`config.mk`:
```
export PLATFORM = sky130hd
export DESIGN_NAME = pc_fetch_unit
export DESIGN_NICKNAME = d
export VERILOG_FILES = /design/src/rtl/cpu_pkg.sv /design/src/rtl/return_stack.sv /design/src/rtl/pc_fetch_unit.sv
export SDC_FILE = /design/constraint.sdc
export NUM_CORES = 1
export LEC_CHECK = 0
export CAP_MARGIN = 20
export CORE_ASPECT_RATIO = 1.1
export CORE_MARGIN = 2
export CORE_UTILIZATION = 50
export DETAILED_ROUTE_END_ITERATION = 12
export GPL_TIMING_DRIVEN = 0
export PLACE_DENSITY = 0.71
export SKIP_CTS_REPAIR_TIMING = 1
export SLEW_MARGIN = 20
export SYNTH_ARGS = -nofsm -noshare
export SYNTH_HDL_FRONTEND = slang
export SYNTH_SLANG_ARGS = --single-unit
```
`constraint.sdc`:
```
create_clock -name clk -period 2.46 [get_ports clk]
set_input_delay 0.369 -clock clk [delete_from_list [all_inputs] [get_ports clk]]
set_output_delay 0.369 -clock clk [all_outputs]
set_load 0.01 [all_outputs]
```
`src/rtl/cpu_pkg.sv`:
```
// Shared CPU definitions: default fetch-unit geometry and the flow-control
// strobe encoding that the control unit and the fetch unit both use.
package cpu_pkg;

  localparam int PC_WIDTH_DEF    = 10;
  localparam int STACK_DEPTH_DEF = 4;

  typedef enum logic [1:0] {
    FLOW_SEQ  = 2'd0,
    FLOW_JUMP = 2'd1,
    FLOW_CALL = 2'd2,
    FLOW_RET  = 2'd3
  } flow_e;

  // Collapses the raw strobes to one action; ret beats call beats jump.
  function automatic flow_e flow_decode(input logic ret, input logic call,
                                        input logic jump);
    flow_e f;
    if (ret)       f = FLOW_RET;
    else if (call) f = FLOW_CALL;
    else if (jump) f = FLOW_JUMP;
    else           f = FLOW_SEQ;
    return f;
  endfunction

endpackage

```
`src/rtl/return_stack.sv`:
```
// Hardware return-address LIFO with a saturating depth counter.
// Push is ignored when full, pop is ignored when empty.
module return_stack
  import cpu_pkg::*;
#(
  parameter int WIDTH = PC_WIDTH_DEF,
  parameter int DEPTH = STACK_DEPTH_DEF
) (
  input  logic                       clk,
  input  logic                       reset,
  input  logic                       push_i,
  input  logic                       pop_i,
  input  logic [WIDTH-1:0]           push_data_i,
  output logic [WIDTH-1:0]           top_data_o,
  output logic [$clog2(DEPTH):0]     depth_o,
  output logic                       full_o,
  output logic                       empty_o
);

  localparam int AW = $clog2(DEPTH);
  localparam int DW = AW + 1;

  logic [WIDTH-1:0] mem_q [DEPTH];
  logic [DW-1:0]    depth_q, depth_d;
  logic [AW-1:0]    wr_idx, top_idx;
  logic             do_push, do_pop;

  assign full_o  = (depth_q == DW'(DEPTH));
  assign empty_o = (depth_q == '0);
  assign do_push = push_i && !full_o;
  assign do_pop  = pop_i && !empty_o;

  // DEPTH is a power of two, so the low bits of depth_q minus one always
  // land on the most recent entry, including when the stack is full.
  assign wr_idx  = depth_q[AW-1:0];
  assign top_idx = depth_q[AW-1:0] - AW'(1);

  assign top_data_o = mem_q[top_idx];
  assign depth_o    = depth_q;

  always_comb begin
    // NOTE: assign a default before any branch so no path leaves depth_d unassigned (which would infer a latch).
    depth_d = depth_q;
    if (do_pop)       depth_d = depth_q - DW'(1);
    else if (do_push) depth_d = depth_q + DW'(1);
  end

  // NOTE: entries above depth are never read, so storage needs no reset; only the counter does.
  always_ff @(posedge clk) begin
    if (do_push && !do_pop) mem_q[wr_idx] <= push_data_i;
  end

  // NOTE: sequential state uses non-blocking assignment so all registers update from pre-edge values.
  always_ff @(posedge clk or posedge reset) begin
    if (reset) depth_q <= '0;
    else       depth_q <= depth_d;
  end

endmodule

```
`src/rtl/pc_fetch_unit.sv`:
```
// Program counter and sequencing: next-PC selection (seq/jump/call/ret),
// return-address stack control and sticky overflow/underflow flags.
module pc_fetch_unit
  import cpu_pkg::*;
#(
  parameter int PC_WIDTH    = PC_WIDTH_DEF,
  parameter int STACK_DEPTH = STACK_DEPTH_DEF
) (
  input  logic                           clk,
  input  logic                           reset,
  input  logic                           stall,
  input  logic                           jump,
  input  logic                           call,
  input  logic                           ret,
  input  logic [PC_WIDTH-1:0]            target,
  output logic [PC_WIDTH-1:0]            pc,
  output logic [$clog2(STACK_DEPTH):0]   depth,
  output logic                           err_overflow,
  output logic                           err_underflow
);

  flow_e               flow;
  logic [PC_WIDTH-1:0] pc_q, pc_d, pc_inc, top_data;
  logic                ovf_q, ovf_d, unf_q, unf_d;
  logic                push, pop, full, empty;

  assign flow   = flow_decode(ret, call, jump);
  assign pc_inc = pc_q + PC_WIDTH'(1);

  always_comb begin
    pc_d  = pc_q;
    ovf_d = ovf_q;
    unf_d = unf_q;
    push  = 1'b0;
    pop   = 1'b0;
    if (!stall) begin
      unique case (flow)
        FLOW_RET: begin
          // An empty-stack return falls through to the next instruction.
          if (empty) begin
            pc_d  = pc_inc;
            unf_d = 1'b1;
          end else begin
            pc_d = top_data;
            pop  = 1'b1;
          end
        end
        FLOW_CALL: begin
          pc_d = target;
          if (full) ovf_d = 1'b1;
          else      push  = 1'b1;
        end
        FLOW_JUMP: pc_d = target;
        FLOW_SEQ:  pc_d = pc_inc;
      endcase
    end
  end

  always_ff @(posedge clk or posedge reset) begin
    if (reset) begin
      pc_q  <= '0;
      ovf_q <= 1'b0;
      unf_q <= 1'b0;
    end else begin
      pc_q  <= pc_d;
      ovf_q <= ovf_d;
      unf_q <= unf_d;
    end
  end

  return_stack #(
    .WIDTH (PC_WIDTH),
    .DEPTH (STACK_DEPTH)
  ) u_return_stack (
    .clk         (clk),
    .reset       (reset),
    .push_i      (push),
    .pop_i       (pop),
    .push_data_i (pc_inc),
    .top_data_o  (top_data),
    .depth_o     (depth),
    .full_o      (full),
    .empty_o     (empty)
  );

  assign pc            = pc_q;
  assign err_overflow  = ovf_q;
  assign err_underflow = unf_q;

endmodule

```
==> results.ini <==
[placed_design]
dpl.hpwl_mm = 4.01
placed_area_um2 = 3210
port-buffer-count = 30
place.gp.congestion = 0.865

[die]
ios = 31
die_area_um2 = 6250
core_area_um2 = 5400
dieHeight_um = 82.7
die_w_um = 75.6
rows = 28
initial_core_util_pct = 52.2

[grt]
grt_pass1_vias = 1739
antenna_found_initial = 0
grt_first_pass_wirelength_mm = 8.73
grt-ovfl-total = 0
globalRouteTotalUtil_pct = 19.5
grt_max_degree = 19

[logic_synthesis]
async_reset_ff_share_pct = 27.3
synth.distinct_cells = 48
synth_seq_cells = 55
syn_inst = 216
syn_area_per_cell_um2 = 13.0
syn_nets = 242
netlist_area_um2 = 2820
seq_area_frac_synth_pct = 56.0
synth_flop_cell = edfxtp_1
synth_edf_count = 40
ys_warn_count = 0

[clock_tree]
cts-root-buf = clkbuf_8
cts_buffers = 5
cts_buffer_depth = 2
clock_latency_ns = 0.31
cts_tree = yes
clkSlewWorstSetupHoldPaths_ns = 0.11
htreeDepth = 2
numClockSinks = 55

[sta]
fmax_ghz = 0.424
timing.hold.ws_ns = 0.434
rsz0062_at_grt = true
skew_ns = 0.0154
final_hold_viol_count = 0
tns_ns = 0
fin_crit_ns = 2.36
setup_viol = 0
slew_viol_final = 0
period_share_pct = 95.8
relSlewSlack_pct = 57.3
max_slew.worst_pin.slew_ns = 0.640

[worst_setup_path]
start_kind = register
timing.rr.start = u_return_stack.depth_o[0]
max_stage_delay_ns = 0.42
crit_required_ns = 2.70
rrSetupSlack_ns = 0.10
critPathArrivalTime_ns = 2.59
crit_type = register to register
critical_path.max_fanout = 10
reg2reg_depth = 10
crit_slowest_cell = dfrtp_2
r2r_end = u_return_stack.depth_o[2]
endpoint_kind = register
crit_chain = buf_8, inv_1, ha_2, or2b_4, buf_4, nand2_1, fa_1, and3_1, a21oi_1, xnor2_1

[pwr]
power_density_nw_per_um2 = 961
seqPwrFrac_pct = 41.7
p_clk_share_pct = 16.0
switchingPower_w = 0.00112
ir_drop_mv = 0.445
leakagePower_nw = 1.28
p_sw_share_pct = 34.8
internal_power_w = 0.00211
combinationalPowerShare_pct = 42.3

[worst_hold_path]
hp-class = primary input to asynchronous set/reset pin

[final_layout]
nets = 282
nFillCells = 463
register_area_um2 = 1580
mostFrequentLayoutCells = edfxtp_1 (40), clkdlybuf4s50_1 (30), inv_1 (15)
multi_input_area_um2 = 1140
area_delta_synth_final_pct = 19.1
final_common_cell = edfxtp_1
antenna_cells = 0
drive_above_1_share_pct = 14.8
finish.instance_area_um2 = 3360

[run_status]
status = finished, final reports clean

[route]
drt-initial-drc-count = 79
routedWlPerCell_um = 17.5
dr.pass1.iters = 4
ant_nets = 0
vias = 1865
drt-total-wl_mm = 5.80
drc = 0
viasPerCell = 5.62

[job]
maxCapViolations = 0

==> registers in the layout, indices dropped and copies added, names as in the netlist <==
register                count
u_return_stack.mem_q       40
pc                         10
u_return_stack.depth_o      3
err_overflow                1
err_underflow               1
==> cell type report <==
type / instances / area share, %
Buffer: 12 / 2.12
Timing Repair Buffer: 33 / 9.62
Sequential cell: 55 / 47.0
Clock buffer: 5 / 2.05
Multi-Input combinational cell: 134 / 34.1
Tap cell: 75 / 2.80
Clock inverter: 3 / 0.671
Inverter: 15 / 1.68
==> cells by family (layout without fill, tap and decap cells) <==
kind of cell / Yosys count / after routing / synth area share, %
flip-flops: 55 / 55 / 56.0
AND/OR/NAND/NOR: 54 / 54 / 10.3
AO/OA/AOI/OAI: 50 / 50 / 12.4
buffers and inverters: 27 / 68 / 4.40
multiplexers: 13 / 13 / 9.99
adder cells (fa/ha/maj): 10 / 10 / 4.71
XOR/XNOR: 7 / 7 / 2.18
==> through the flow <==
step / utilization, % / std cells / setup WS [ns] / power [W]
finish: 62.2 / 332 / 0.104 / 0.00323
global route: 62.2 / 332 / -0.0350 / 0.00342
CTS: 61.2 / 329 / -0.305 / 0.00317
detailed placement: 59.5 / 321 / -0.436 / 0.00266
global placement: 59.5 / 321 / -0.467 / 0.00264
floorplan: - / 216 / 0.160 / 0.00219
==> power by group through the flow <==
| stage | clock network (W) | registers [W] | logic (W) |
|---|---|---|---|
| 2_1_floorplan | 0 | 0.00138 | 0.000809 |
| 3_3_place_gp | 0 | 0.00137 | 0.00127 |
| 3_5_place_dp | 0 | 0.00137 | 0.00129 |
| 4_1_cts | 0.000529 | 0.00135 | 0.00130 |
| 5_1_grt | 0.000561 | 0.00136 | 0.00149 |
| 6_report | 0.000515 | 0.00135 | 0.00137 |
==> per-layer routing <==
layer	wire length (um)	global-route usage, %	vias up
met3	310	3.40	8
met4	104	8.95	0
met1	2710	27.4	912
li1	-	-	893
met5	0	0	-
met2	2680	29.7	52
==> critical path: cells and delay by family (launching register included) <==
kind	cells	cell delay [ns]
flip-flops	1	0.42
AND/OR/NAND/NOR	3	0.48
adder cells (fa/ha/maj)	2	0.64
XOR/XNOR	1	0.13
buffers and inverters	3	0.47
AO/OA/AOI/OAI	1	0.15
==> cell usage after synthesis, types with 2 or more instances <==
cell type | number | area [um2]
mux4_1 | 7 | 184
mux2i_1 | 3 | 30.0
o31ai_1 | 2 | 15.0
a211oi_1 | 3 | 22.5
dfrtp_1 | 15 | 375
nor2_1 | 9 | 33.8
nand3_1 | 3 | 15.0
o21ai_0 | 7 | 35.0
and3_1 | 2 | 12.5
nor2b_1 | 5 | 31.3
ha_1 | 9 | 113
a21o_1 | 5 | 37.5
edfxtp_1 | 40 | 1200
and2_1 | 3 | 18.8
buf_2 | 6 | 30.0
a311oi_1 | 3 | 26.3
inv_1 | 15 | 56.3
nand4_1 | 2 | 12.5
a2bb2oi_1 | 2 | 17.5
clkbuf_1 | 3 | 11.3
nor3_1 | 3 | 15.0
a21oi_1 | 12 | 60.1
nor3b_1 | 2 | 15.0
nand2_1 | 13 | 48.8
xnor2_1 | 6 | 52.6
or2_2 | 4 | 25.0
buf_4 | 2 | 15.0
a32oi_1 | 2 | 17.5
mux4_2 | 3 | 67.6
o21a_1 | 3 | 22.5
a221oi_1 | 5 | 43.8
==> worst max-delay path by stage <==
stage                                         start                    endpoint
after floorplan           u_return_stack.depth_o[0]  u_return_stack.mem_q[0][0]
after global placement                         call  u_return_stack.mem_q[2][3]
after detailed placement                       call  u_return_stack.mem_q[3][3]
after CTS                 u_return_stack.depth_o[0]  u_return_stack.mem_q[0][8]
after global routing      u_return_stack.depth_o[0]   u_return_stack.depth_o[2]
final                     u_return_stack.depth_o[0]   u_return_stack.depth_o[2]
Power figures use the tool's default switching activity.
